<file path="src/rtl/nano_spi_master.sv">
// nano_spi_master: SPI master (mode 0, MSB first) that issues one 40-bit
// code/data memory write or read frame per host request to a Nano target.
//
// Frame: {cmd[7:0], addr[15:0], data[15:0]}.
//   cmd  = 0x01 write code, 0x02 read code, 0x03 write data, 0x04 read data
//   addr = addr_i zero-extended (data ops send addr_i[10:0], bit 11 forced 0)
//   data = wdata_i (data write), {8'h00, wdata_i[7:0]} (code write), 0 (reads)
//
// Build option: define NANO_SPI_MASTER_READBACK_EN to enable read ops
// (MISO sampling and RDATA loading). Without it, a request with op_i[0]=1
// pulses err_o, starts no frame, and rdata_o is tied to zero.
//
// Ports:
//   clk_i       system clock, rising edge
//   nrst_i      synchronous active-low reset
//   start_i     request strobe, sampled only while idle
//   op_i[1:0]   00 wr code, 01 rd code, 10 wr data, 11 rd data
//   addr_i      12-bit target address
//   wdata_i     16-bit write payload
//   busy_o      high from accept until the inter-frame gap ends
//   done_o      one-cycle pulse at frame end
//   err_o       one-cycle pulse on a rejected request
//   rdata_o     last read result, held until the next read completes
//   spi_cs_o    chip select, active-low
//   spi_sck_o   serial clock, idle low
//   spi_mosi_o  serial data out
//   spi_miso_i  serial data in
module nano_spi_master #(
  parameter int unsigned CLK_DIV = 4
) (
  input  logic        clk_i,
  input  logic        nrst_i,
  input  logic        start_i,
  input  logic [1:0]  op_i,
  input  logic [11:0] addr_i,
  input  logic [15:0] wdata_i,
  output logic        busy_o,
  output logic        done_o,
  output logic        err_o,
  output logic [15:0] rdata_o,
  output logic        spi_cs_o,
  output logic        spi_sck_o,
  output logic        spi_mosi_o,
  input  logic        spi_miso_i
);

  localparam int unsigned FRAME_W = 40;
  localparam int unsigned BIT_W   = 6;
  localparam int unsigned DIV_W   = (CLK_DIV > 1) ? $clog2(CLK_DIV) : 1;

  localparam logic [BIT_W-1:0] LAST_BIT = BIT_W'(FRAME_W - 1);
  localparam logic [DIV_W-1:0] DIV_LAST = DIV_W'(CLK_DIV - 1);

  typedef enum logic [2:0] {
    S_IDLE,
    S_SETUP,
    S_SHIFT,
    S_HOLD,
    S_GAP
  } state_e;

  state_e               state_q;
  logic [DIV_W-1:0]     div_q;
  logic [BIT_W-1:0]     bit_q;
  logic [FRAME_W-1:0]   tx_q;
  logic                 cs_q;
  logic                 sck_q;
  logic                 busy_q;
  logic                 done_q;
  logic                 err_q;

  logic [FRAME_W-1:0]   frame_d;
  logic                 reject_c;
  logic                 div_last_c;

`ifdef NANO_SPI_MASTER_READBACK_EN
  logic [15:0]          rx_q;
  logic [15:0]          rdata_q;
  logic [1:0]           op_q;

  assign reject_c = 1'b0;
  assign rdata_o  = rdata_q;
`else
  logic                 unused_miso;

  // Without readback, any read op is refused and MISO is ignored.
  assign reject_c    = op_i[0];
  assign rdata_o     = '0;
  assign unused_miso = spi_miso_i;
`endif

  // Assemble the outgoing frame from the live request inputs.
  always_comb begin
    logic [7:0]  cmd;
    logic [15:0] addr_f;
    logic [15:0] data_f;
    cmd    = 8'(op_i) + 8'd1;
    addr_f = op_i[1] ? {5'b0, addr_i[10:0]} : {4'b0, addr_i};
    if (op_i[0]) begin
      data_f = 16'h0000;
    end else if (op_i[1]) begin
      data_f = wdata_i;
    end else begin
      data_f = {8'h00, wdata_i[7:0]};
    end
    frame_d = {cmd, addr_f, data_f};
  end

  assign div_last_c = (div_q == DIV_LAST);

  // Frame sequencer; every output is a register.
  always_ff @(posedge clk_i) begin
    if (!nrst_i) begin
      state_q <= S_IDLE;
      div_q   <= '0;
      bit_q   <= '0;
      tx_q    <= '0;
      cs_q    <= 1'b1;
      sck_q   <= 1'b0;
      busy_q  <= 1'b0;
      done_q  <= 1'b0;
      err_q   <= 1'b0;
`ifdef NANO_SPI_MASTER_READBACK_EN
      rx_q    <= '0;
      rdata_q <= '0;
      op_q    <= '0;
`endif
    end else begin
      done_q <= 1'b0;
      err_q  <= 1'b0;
      case (state_q)
        S_IDLE: begin
          if (start_i) begin
            if (reject_c) begin
              err_q <= 1'b1;
            end else begin
              tx_q    <= frame_d;
              cs_q    <= 1'b0;
              busy_q  <= 1'b1;
              div_q   <= '0;
              bit_q   <= '0;
              state_q <= S_SETUP;
`ifdef NANO_SPI_MASTER_READBACK_EN
              op_q    <= op_i;
`endif
            end
          end
        end

        // CS low with bit 39 on MOSI for one half-period before the first rise.
        S_SETUP: begin
          if (div_last_c) begin
            div_q   <= '0;
            sck_q   <= 1'b1;
            state_q <= S_SHIFT;
`ifdef NANO_SPI_MASTER_READBACK_EN
            rx_q    <= {rx_q[14:0], spi_miso_i};
`endif
          end else begin
            div_q <= div_q + DIV_W'(1);
          end
        end

        // Toggle SCK every half-period: sample on rise, advance MOSI on fall.
        S_SHIFT: begin
          if (div_last_c) begin
            div_q <= '0;
            if (sck_q) begin
              sck_q <= 1'b0;
              tx_q  <= {tx_q[FRAME_W-2:0], 1'b0};
              if (bit_q == LAST_BIT) begin
                state_q <= S_HOLD;
              end else begin
                bit_q <= bit_q + BIT_W'(1);
              end
            end else begin
              sck_q <= 1'b1;
`ifdef NANO_SPI_MASTER_READBACK_EN
              rx_q  <= {rx_q[14:0], spi_miso_i};
`endif
            end
          end else begin
            div_q <= div_q + DIV_W'(1);
          end
        end

        S_HOLD: begin
          if (div_last_c) begin
            div_q   <= '0;
            cs_q    <= 1'b1;
            done_q  <= 1'b1;
            state_q <= S_GAP;
`ifdef NANO_SPI_MASTER_READBACK_EN
            // The last 16 samples are the data field; code reads keep one byte.
            if (op_q[0]) begin
              rdata_q <= op_q[1] ? rx_q : {8'h00, rx_q[7:0]};
            end
`endif
          end else begin
            div_q <= div_q + DIV_W'(1);
          end
        end

        S_GAP: begin
          if (div_last_c) begin
            div_q   <= '0;
            busy_q  <= 1'b0;
            state_q <= S_IDLE;
          end else begin
            div_q <= div_q + DIV_W'(1);
          end
        end

        default: begin
          state_q <= S_IDLE;
        end
      endcase
    end
  end

  assign busy_o     = busy_q;
  assign done_o     = done_q;
  assign err_o      = err_q;
  assign spi_cs_o   = cs_q;
  assign spi_sck_o  = sck_q;
  assign spi_mosi_o = tx_q[FRAME_W-1];

endmodule

</file>
<file path="config.mk">
export PLATFORM = sky130hd
export DESIGN_NAME = nano_spi_master
export DESIGN_NICKNAME = d
export VERILOG_FILES = /design/src/rtl/nano_spi_master.sv
export SDC_FILE = /design/constraint.sdc
export NUM_CORES = 1
export LEC_CHECK = 0
export BUFFER_PORTS_ARGS = -buffer_cell sky130_fd_sc_hd__buf_2
export CORE_MARGIN = 4
export CORE_UTILIZATION = 25
export DETAILED_ROUTE_END_ITERATION = 10
export SETUP_SLACK_MARGIN = 0.3
export SYNTH_ARGS = -nofsm -noshare
export SYNTH_HDL_FRONTEND = slang
export SYNTH_SLANG_ARGS = --single-unit
</file>
<file path="constraint.sdc">
create_clock -name clk_i -period 5.2 [get_ports clk_i]
set_input_delay 0 -clock clk_i [delete_from_list [all_inputs] [get_ports clk_i]]
set_output_delay 0 -clock clk_i [all_outputs]
set_load 0.005 [all_outputs]
</file>
==> impl_metrics.json <==
{
  "outcome": "completed",
  "dp_slack_ns": 2.42,
  "relSlewSlack": 0.318,
  "grt_pass1_wl_mm": 9.87,
  "worst-path-max-fanout": 31,
  "clk_pin_slew_worst_paths_ns": 0.11,
  "r2r_slack_ns": 2.40,
  "cts-resized-gates": 0,
  "fin_crit_sh": 0.538,
  "dr_total_vias": 2328,
  "die_h_um": 110,
  "max_freq_ghz": 0.357,
  "wire_per_inst_um": 11.7,
  "grt_busiest_layer": "met2",
  "hold_viol": 0,
  "cts-root-buf": "clkbuf_8",
  "htreeDepth": 2,
  "yosys.area.top_type_share": 0.429,
  "synth_seq_area_share": 0.429,
  "power_density_nw_per_um2": 250,
  "drc": 0,
  "port_buffers": 38,
  "p_leak_nw": 1.19,
  "cts_tree": "built",
  "tns_ns": 0,
  "final_nets": 408,
  "cp-end-kind": "flip-flop",
  "rsz0062_at_grt": "no",
  "core_area_um2": 10200,
  "dp_cells": 471,
  "synth_common_cells": "61 x nand2_1, 56 x dfxtp_1, 46 x nor2_1",
  "ys_warn_count": 0,
  "ys_seq_elements": 56,
  "cp-start-kind": "flip-flop",
  "ys.flop_type": "dfxtp_1",
  "wl_mm": 5.95,
  "fin_area_um2": 3180,
  "grt_util_met1": 0.130,
  "syn_avg_cell_area_um2": 8.12,
  "hp-class": "input port to flip-flop",
  "crit_path_top_delay_cell": "or3b_1",
  "fin_ws_ns": 2.40,
  "grt_pass1_vias": 2136,
  "setup_viol": 0,
  "boundaryPins": 56,
  "async_flop_share": 0,
  "hpwl_mm": 3.77,
  "critical_path.cell_chain": "or3b_1, nor2_1, nand3b_1, o31ai_1",
  "r2r-start": "state_q[1]",
  "grt_max_degree": 59,
  "r2r_end": "bit_q[4]",
  "gp_congestion": 0.761,
  "ir_drop_uv": 124,
  "stdcell_count": 508,
  "first_pass_iters": 4,
  "clock_skew_ns": 0.0174,
  "rows": 37,
  "synth_area_leaders": "dfxtp_1 43%, a311oi_1 9.4%, nand2_1 8.8%",
  "drive_gt1_frac": 0.145,
  "slowest_delay_ns": 0.82,
  "place_area_um2": 2800,
  "synth_most_common_cell": "nand2_1",
  "viasPerCell": 4.58,
  "antenna_cells": 0,
  "tightest_slew_ns": 1.02,
  "clockBufferDepth": 2,
  "grt.total_usage": 0.0992,
  "netlist_area_um2": 2610,
  "synth_top_area_cell": "dfxtp_1",
  "drt-initial-drc-count": 144,
  "critPathCapture": "bit_q[4]",
  "drv_cap": 0,
  "area_growth_pct": 21.7,
  "synth_edf_count": 0,
  "die_w_um": 110,
  "grt-ovfl-total": 0,
  "clkSinkCount": 56,
  "use_met3": 0.0268,
  "rr_worst_depth": 4,
  "numCtsBuffers": 5,
  "crit_arrival_ns": 3.03,
  "crit_type": "flip-flop to flip-flop",
  "postRouteAntennaNets": 0,
  "grt.met2_usage": 0.166,
  "clock_latency_ns": 0.31,
  "crit_start": "state_q[1]",
  "dieArea_um2": 12200,
  "ys_types": 46,
  "synth_cells": 322,
  "initial_core_util": 0.255,
  "antenna_found_initial": 0,
  "finalMaxSlewViolations": 0,
  "worstPathRequired_ns": 5.43,
  "fin_crit_ns": 2.80
}
-- per-layer routing --
layer  vias up  wire (um)
met1      1077       2870
met2        41       2790
li1       1204          -
met3         6        256
met5         -          0
met4         0         27
-- worst min-delay path by stage --
| stage | start | endpoint | slack (ns) | cells past startpoint |
|---|---|---|---|---|
| floorplan | nrst_i | done_o | 0.12 | 1 |
| CTS | nrst_i | spi_sck_o | 0.008 | 3 |
| detailed placement | addr_i[8] | tx_q[24] | 0.28 | 3 |
| finish | nrst_i | spi_sck_o | 0.02 | 3 |
| global route | nrst_i | spi_sck_o | 0.01 | 3 |
| global placement | addr_i[5] | tx_q[21] | 0.27 | 3 |
-- state kept, by name, indices dropped and copies added (netlist names), 2 cells and up --
register and flops:
state_q 3, tx_q 40, bit_q 6, div_q 2
-- metrics by stage --
step / total power [W] / util / hold slack (ns)
floorplan: 0.000534 / - / 0.122
global placement: 0.000547 / 0.274 / 0.273
detailed placement: 0.000550 / 0.274 / 0.276
CTS: 0.000810 / 0.311 / 0.00773
global route: 0.000840 / 0.311 / 0.0117
finish: 0.000796 / 0.311 / 0.0174
-- worst max-delay path: cells and delay by family, from the launching register on --
kind | cells | cell delay, ns
and+or+nand+nor | 3 | 1.82
DFF | 1 | 0.62
AOI/OAI and AO/OA | 1 | 0.28
-- cell families after synthesis --
logic type               Yosys count  share of synthesized area
XOR/XNOR                           2                    0.00670
adder cells (fa/ha/maj)            3                     0.0144
flip-flops                        56                      0.429
AO/OA/AOI/OAI                     67                      0.195
AND/OR/NAND/NOR                  147                      0.254
buffers and inverters             46                     0.0996
other                              1                    0.00143
-- layout make-up --
cell class                      count  area [um2]
Clock inverter                      2        13.8
Inverter                            5        18.8
Sequential cell                    56        1120
Tap cell                          136         170
Clock buffer                        6        72.6
Multi-Input combinational cell    235        1300
Timing Repair Buffer               68         488
Fill cell                        1092        7050
-- layout by cell type (no fill, tap or decap), drive strengths merged, types with 3 or more instances in the layout --
| cell type | count |
|---|---|
| a22oi | 9 |
| ha | 3 |
| nand2 | 61 |
| nand3 | 11 |
| dlygate4sd3 | 29 |
| and2 | 4 |
| inv | 6 |
| a211oi | 4 |
| nor2 | 47 |
| a31oi | 4 |
| dfxtp | 56 |
| nor3 | 6 |
| nor3b | 4 |
| buf | 39 |
| a311oi | 28 |
| a21oi | 8 |
| clkbuf | 6 |
| conb | 16 |
| o21ai | 3 |
| o211ai | 3 |
-- repair_timing --
| action | in CTS | in global routing |
|---|---|---|
| endpoints found under the setup margin | 0 | 0 |
| endpoints found under the hold margin | 28 | 0 |
| hold buffers | 29 | 0 |
| buffers inserted | 0 | 0 |
-- where the power goes --
group / internal, W / switching [W] / leakage, nW
Clock: 0.0000965 / 0.000143 / 0.0456
Combinational: 0.0000470 / 0.0000496 / 0.689
Sequential: 0.000449 / 0.0000115 / 0.457
No activity file was read; power rests on OpenSTA's default activity.
